--- config.mk ---
export PLATFORM = sky130hd
export DESIGN_NAME = ext_unit_pipe_flat
export DESIGN_NICKNAME = d
export VERILOG_FILES = /design/src/rtl/ext_unit_pipe_pkg.sv /design/src/rtl/ext_unit_pipe_if.sv /design/src/rtl/ext_unit_pipe_core.sv /design/src/rtl/ext_unit_pipe.sv /design/src/flat_wrapper.sv
export SDC_FILE = /design/constraint.sdc
export NUM_CORES = 1
export LEC_CHECK = 0
export CORE_ASPECT_RATIO = 1.2
export CORE_MARGIN = 4
export CORE_UTILIZATION = 47
export DETAILED_ROUTE_END_ITERATION = 8
export GPL_TIMING_DRIVEN = 0
export PLACE_DENSITY = 0.9
export SETUP_SLACK_MARGIN = 0.2
export SLEW_MARGIN = 15
export SYNTH_ARGS = -nofsm -noshare
export SYNTH_HDL_FRONTEND = slang
export SYNTH_HIERARCHICAL = 1
export SYNTH_SLANG_ARGS = --single-unit
--- constraint.sdc ---
create_clock -name clk -period 1.55 [get_ports clk]
set_input_delay 0.155 -clock clk [delete_from_list [all_inputs] [get_ports clk]]
set_output_delay 0.155 -clock clk [all_outputs]
set_load 0.01 [all_outputs]
--- src/rtl/ext_unit_pipe_pkg.sv ---
// Mode encodings shared by the extension unit, its interface and the core mux.
package ext_pkg;
    localparam int EXT_MODE_W = 3;

    localparam logic [EXT_MODE_W-1:0] EXT_ZERO   = 3'd0;
    localparam logic [EXT_MODE_W-1:0] EXT_SIGN   = 3'd1;
    localparam logic [EXT_MODE_W-1:0] EXT_UPPER  = 3'd2;
    localparam logic [EXT_MODE_W-1:0] EXT_BYTE_S = 3'd3;
    localparam logic [EXT_MODE_W-1:0] EXT_BYTE_Z = 3'd4;
    localparam logic [EXT_MODE_W-1:0] EXT_HALF_S = 3'd5;
    localparam logic [EXT_MODE_W-1:0] EXT_HALF_Z = 3'd6;
    localparam logic [EXT_MODE_W-1:0] EXT_RSVD   = 3'd7;
endpackage

--- src/rtl/ext_unit_pipe_if.sv ---
// Valid/ready input and output channels of the extension unit.
interface ext_unit_pipe_if
    import ext_pkg::*;
#(
    parameter int IN_W  = 16,
    parameter int OUT_W = 32,
    parameter int TAG_W = 5
);
    logic                  in_valid;
    logic                  in_ready;
    logic [IN_W-1:0]       in_data;
    logic [EXT_MODE_W-1:0] in_mode;
    logic [TAG_W-1:0]      in_tag;
    logic                  out_valid;
    logic                  out_ready;
    logic [OUT_W-1:0]      out_data;
    logic [TAG_W-1:0]      out_tag;
    logic                  out_err;

    modport master (
        output in_valid, in_data, in_mode, in_tag, out_ready,
        input  in_ready, out_valid, out_data, out_tag, out_err
    );

    modport slave (
        input  in_valid, in_data, in_mode, in_tag, out_ready,
        output in_ready, out_valid, out_data, out_tag, out_err
    );
endinterface

--- src/rtl/ext_unit_pipe_core.sv ---
// Combinational extension mux: one result per mode, err flags the reserved encoding.
module ext_core
    import ext_pkg::*;
#(
    parameter int IN_W  = 16,
    parameter int OUT_W = 32
) (
    input  logic [IN_W-1:0]       in_data,
    input  logic [EXT_MODE_W-1:0] in_mode,
    output logic [OUT_W-1:0]      result,
    output logic                  err
);
    // Narrow inputs have no full halfword, so half modes fall back to whole-field extension.
    localparam int HW = (IN_W < 16) ? IN_W : 16;

    logic [7:0]    byte_f;
    logic [HW-1:0] half_f;

    assign byte_f = in_data[7:0];
    assign half_f = in_data[HW-1:0];

    always_comb begin
        result = '0;
        err    = 1'b0;
        case (in_mode)
            EXT_ZERO:   result = OUT_W'(in_data);
            EXT_SIGN:   result = OUT_W'($signed(in_data));
            EXT_UPPER:  result = OUT_W'(in_data) << (OUT_W - IN_W);
            EXT_BYTE_S: result = OUT_W'($signed(byte_f));
            EXT_BYTE_Z: result = OUT_W'(byte_f);
            EXT_HALF_S: result = OUT_W'($signed(half_f));
            EXT_HALF_Z: result = OUT_W'(half_f);
            default:    err    = 1'b1;
        endcase
    end
endmodule

--- src/rtl/ext_unit_pipe.sv ---
// Pipelined immediate/load-data extender with registered output and transfer counter.
// EXT_UNIT_SKID_EN: adds a one-entry skid so in_ready is fully registered.
module ext_unit_pipe
    import ext_pkg::*;
#(
    parameter int IN_W  = 16,
    parameter int OUT_W = 32,
    parameter int TAG_W = 5,
    parameter int CNT_W = 16
) (
    input  logic             clk,
    input  logic             rst_n,
    ext_unit_pipe_if.slave   bus,
    output logic [CNT_W-1:0] xfer_cnt
);
    logic [OUT_W-1:0] core_res;
    logic             core_err;

    ext_core #(.IN_W(IN_W), .OUT_W(OUT_W)) u_core (
        .in_data (bus.in_data),
        .in_mode (bus.in_mode),
        .result  (core_res),
        .err     (core_err)
    );

    logic             out_valid_q;
    logic [OUT_W-1:0] out_data_q;
    logic [TAG_W-1:0] out_tag_q;
    logic             out_err_q;
    logic             accept;
    logic             emit;

    assign accept        = bus.in_valid && bus.in_ready;
    assign emit          = out_valid_q && bus.out_ready;
    assign bus.out_valid = out_valid_q;
    assign bus.out_data  = out_data_q;
    assign bus.out_tag   = out_tag_q;
    assign bus.out_err   = out_err_q;

    always_ff @(posedge clk or negedge rst_n) begin
        if (!rst_n) xfer_cnt <= '0;
        else if (emit) xfer_cnt <= xfer_cnt + CNT_W'(1);
    end

`ifdef EXT_UNIT_SKID_EN
    logic             skid_valid;
    logic [OUT_W-1:0] skid_data;
    logic [TAG_W-1:0] skid_tag;
    logic             skid_err;
    logic             skid_valid_nxt;
    logic             rdy_q;

    // Skid can only fill while out is held; it drains on the next emit.
    always_comb begin
        skid_valid_nxt = skid_valid;
        if (skid_valid && emit)                      skid_valid_nxt = 1'b0;
        else if (!skid_valid && accept && out_valid_q && !emit) skid_valid_nxt = 1'b1;
    end

    assign bus.in_ready = rdy_q;

    always_ff @(posedge clk or negedge rst_n) begin
        if (!rst_n) begin
            out_valid_q <= 1'b0;
            out_data_q  <= '0;
            out_tag_q   <= '0;
            out_err_q   <= 1'b0;
            skid_valid  <= 1'b0;
            skid_data   <= '0;
            skid_tag    <= '0;
            skid_err    <= 1'b0;
            rdy_q       <= 1'b0;
        end else begin
            rdy_q      <= !skid_valid_nxt;
            skid_valid <= skid_valid_nxt;
            if (emit) begin
                if (skid_valid) begin
                    out_data_q <= skid_data;
                    out_tag_q  <= skid_tag;
                    out_err_q  <= skid_err;
                end else if (accept) begin
                    out_data_q <= core_res;
                    out_tag_q  <= bus.in_tag;
                    out_err_q  <= core_err;
                end else begin
                    out_valid_q <= 1'b0;
                end
            end else if (accept) begin
                if (!out_valid_q) begin
                    out_valid_q <= 1'b1;
                    out_data_q  <= core_res;
                    out_tag_q   <= bus.in_tag;
                    out_err_q   <= core_err;
                end else begin
                    skid_data <= core_res;
                    skid_tag  <= bus.in_tag;
                    skid_err  <= core_err;
                end
            end
        end
    end
`else
    logic en_q;

    // en_q keeps in_ready low until the first edge after reset release.
    assign bus.in_ready = en_q && (!out_valid_q || bus.out_ready);

    always_ff @(posedge clk or negedge rst_n) begin
        if (!rst_n) begin
            en_q        <= 1'b0;
            out_valid_q <= 1'b0;
            out_data_q  <= '0;
            out_tag_q   <= '0;
            out_err_q   <= 1'b0;
        end else begin
            en_q <= 1'b1;
            if (bus.in_ready) begin
                out_valid_q <= accept;
                if (accept) begin
                    out_data_q <= core_res;
                    out_tag_q  <= bus.in_tag;
                    out_err_q  <= core_err;
                end
            end
        end
    end
`endif
endmodule

--- src/flat_wrapper.sv ---
// flat-port wrapper written by rule: the top's interface ports become plain ports
module ext_unit_pipe_flat import ext_pkg::*;
#(
    parameter int IN_W  = 16,
    parameter int OUT_W = 32,
    parameter int TAG_W = 5,
    parameter int CNT_W = 16
)
  (clk, rst_n, xfer_cnt, bus_in_valid, bus_in_data, bus_in_mode, bus_in_tag, bus_out_ready, bus_in_ready, bus_out_valid, bus_out_data, bus_out_tag, bus_out_err);
  ext_unit_pipe_if #(.IN_W(IN_W), .OUT_W(OUT_W), .TAG_W(TAG_W)) bus_i ();
  input  logic clk;
  input  logic rst_n;
  output logic [CNT_W-1:0] xfer_cnt;
  input wire logic [$bits(bus_i.in_valid)-1:0] bus_in_valid;
  input wire logic [$bits(bus_i.in_data)-1:0] bus_in_data;
  input wire logic [$bits(bus_i.in_mode)-1:0] bus_in_mode;
  input wire logic [$bits(bus_i.in_tag)-1:0] bus_in_tag;
  input wire logic [$bits(bus_i.out_ready)-1:0] bus_out_ready;
  output wire logic [$bits(bus_i.in_ready)-1:0] bus_in_ready;
  output wire logic [$bits(bus_i.out_valid)-1:0] bus_out_valid;
  output wire logic [$bits(bus_i.out_data)-1:0] bus_out_data;
  output wire logic [$bits(bus_i.out_tag)-1:0] bus_out_tag;
  output wire logic [$bits(bus_i.out_err)-1:0] bus_out_err;
  assign bus_i.in_valid = bus_in_valid;
  assign bus_i.in_data = bus_in_data;
  assign bus_i.in_mode = bus_in_mode;
  assign bus_i.in_tag = bus_in_tag;
  assign bus_i.out_ready = bus_out_ready;
  assign bus_in_ready = bus_i.in_ready;
  assign bus_out_valid = bus_i.out_valid;
  assign bus_out_data = bus_i.out_data;
  assign bus_out_tag = bus_i.out_tag;
  assign bus_out_err = bus_i.out_err;
  ext_unit_pipe #(.IN_W(IN_W), .OUT_W(OUT_W), .TAG_W(TAG_W), .CNT_W(CNT_W)) u_core (.clk(clk), .rst_n(rst_n), .bus(bus_i), .xfer_cnt(xfer_cnt));
endmodule
==> results.cfg <==
[synthesis]
postSynthAreaPerCell_um2 = 12.9
synth_seq_cells = 56
ys_async_sr_fraction_pct = 100
synthCells = 217
synth-edff-count = 0
yosys_most_used_dff = dfrtp_1
ys_types = 34
yosysWarnings = 6
synth_nets = 246
yosysTopAreaCellShare_pct = 50.1
synth.cell_area_um2 = 2800
yosysSeqAreaShare_pct = 50.1
synth_top_area_cell = dfrtp_1
synthTopCellsByArea = dfrtp_1, mux2_2, mux2_4

[cts]
path_clk_slew_ps = 100
cts.sinks = 56
clk_latency_ps = 310
cts_tree = built
cts_buffer_depth = 2
numCtsBuffers = 5
root_buffer = clkbuf_8
htreeDepth = 2

[critical_path]
startpoint_type = flop
endpoint_kind = flop
critPathKind = flop to flop
crit_fanout = 6
required_ps = 1750
arrival_ps = 1630

[finish]
diodes = 0
final_common_cell = dlygate4sd2_1
fin_nets = 359
drive_above_1_share_pct = 32.0
seqCellArea_um2 = 1400
fillers = 437
final_cell_mix = dlygate4sd2_1, dfrtp_1, mux2_2, buf_4, clkdlybuf4s50_1
area_delta_synth_final_pct = 43.9
multi_input_area_um2 = 1310

[global_route]
grtUsageMet3_pct = 4.96
grt_pass1_wl_um = 10800
grt_pass1_vias = 2199
grt.total_usage_pct = 19.0
grt_busiest_layer = met2
met1_usage_pct = 23.1
antenna_found_initial = 0
met2_usage_pct = 32.3
grt_overflow = 0
grt_max_degree = 57

[timing]
hold_violations = 0
setup_tns_ps = 0
finalCritPeriodShare_pct = 92.0
fin_ws_ps = 124
fin_crit_ps = 1430
fin_skew_ps = 3.43
maxSlewHeadroom_pct = 54.8
setup_viol = 0
drv_slew = 0
worstMarginPinSlew_ps = 678
max_freq_mhz = 701
rsz0062_at_grt = true

[placed_design]
portBuffers = 83
dp_slack_ps = -528
hpwl_um = 4670
gp_congestion = 0.778

[status]
status = finished, final reports clean

[drt]
wl_per_cell_um = 16.1
dr.pass1.iters = 4
route.vias.total = 2177
drc = 0
drt-total-wl_um = 6600
first_iter_violations = 82
via_per_inst = 5.30
drtAntennaViolNets = 0

[run]
cap_violations = 0

[floorplan]
core_um2 = 5710
ios = 84
start_util_pct = 49.0
die_y_um = 92.5
rows = 30
die_width_um = 78.4
dieArea_um2 = 7250

[power_and_ir_drop]
p_leak_uw = 0.00210
peakVddDrop_mv = 0.635
power.density_nw_per_um2 = 1030

[min_path]
hold_class = input pin to flop
==> final timing paths <==
check | slack, ps | to | startpoint | cells after the start
min in group asynchronous | 430 | u_core/bus.out_data[13] | rst_n | 2
max in group asynchronous | 640 | u_core/bus.out_valid | rst_n | 2
min reg2reg | 480 | u_core/xfer_cnt[15] | u_core/xfer_cnt[15] | 1
min | 300 | u_core/bus.out_data[23] | bus_in_data[7] | 3
max | 120 | u_core/bus.out_data[22] | u_core/bus.out_valid | 6
max reg2reg | 120 | u_core/bus.out_data[22] | u_core/bus.out_valid | 6
==> registers in the layout, indices dropped and copies added (netlist names) <==
register and count:
u_core/bus.out_data 32, u_core/xfer_cnt 16, u_core/bus.out_tag 5, u_core/bus.out_err 1, u_core/bus.out_valid 1, u_core/en_q 1
==> cell type report <==
class	instances	area share, %
Sequential cell	56	34.9
Multi-Input combinational cell	142	32.5
Timing Repair Buffer	106	23.6
Buffer	16	3.61
Tap cell	80	2.49
Clock buffer	6	1.80
Clock inverter	2	0.871
Inverter	3	0.280
==> Yosys cell counts (2+ instances only) <==
cell	n
nand4_1	12
or3b_2	7
nand2_1	5
dfrtp_1	56
buf_12	2
xor2_1	5
buf_4	2
clkbuf_1	5
xnor2_1	11
and4b_1	2
inv_1	2
a21boi_0	8
nand3b_1	7
and4_1	2
mux2_4	9
mux2_2	30
nand3_1	4
nand4b_1	8
buf_2	6
and3_1	2
nor2_1	5
a211o_1	15
==> per-stage QoR <==
step           cell area, µm²  std cells  util [%]  hold slack (ps)  power [µW]
6_report                 4020        411      70.5              304        4150
4_1_cts                  3950        406      69.2              403        4140
2_1_floorplan            2810        217         -             -141        2530
3_5_place_dp             3740        380      65.5              244        3310
5_1_grt                  4020        411      70.5              312        4400
3_3_place_gp             3740        380      65.5              461        3270
==> routing by layer <==
layer,wire (µm),share of wire (%)
met5,0,0
met4,146,2.2
met3,360,5.5
met2,3350,51
met1,2740,42
==> worst max-delay path: stages, from the launching register on <==
cell and delay [ps]:
dfrtp_2 430, inv_2 60, o21a_4 160, nand2_8 80, buf_12 150, clkbuf_16 150, mux2_4 290
==> repair_timing <==
action                     in CTS  in global routing
pin swaps                       1                  2
cloned                          0                  2
hold buffers                    1                  0
hold endpoints to repair       56                  0
setup endpoints to repair      93                 42
resized for setup              76                 13
setup buffers                  17                  3
==> power by group <==
group          internal, µW  switching [µW]  leakage, µW
logic                   749             558      0.00132
registers              1730             166     0.000716
clock network           480             468    0.0000552
==> logic make-up after synthesis <==
kind of cell | synth area share [%]
compound gates | 7.88
xor+xnor | 5.01
fa+ha+maj | 0.448
buf+inv | 4.52
flops | 50.1
mux | 16.9
other cells | 0.134
simple gates | 15.0
No activity file was read; power rests on OpenSTA's default activity.
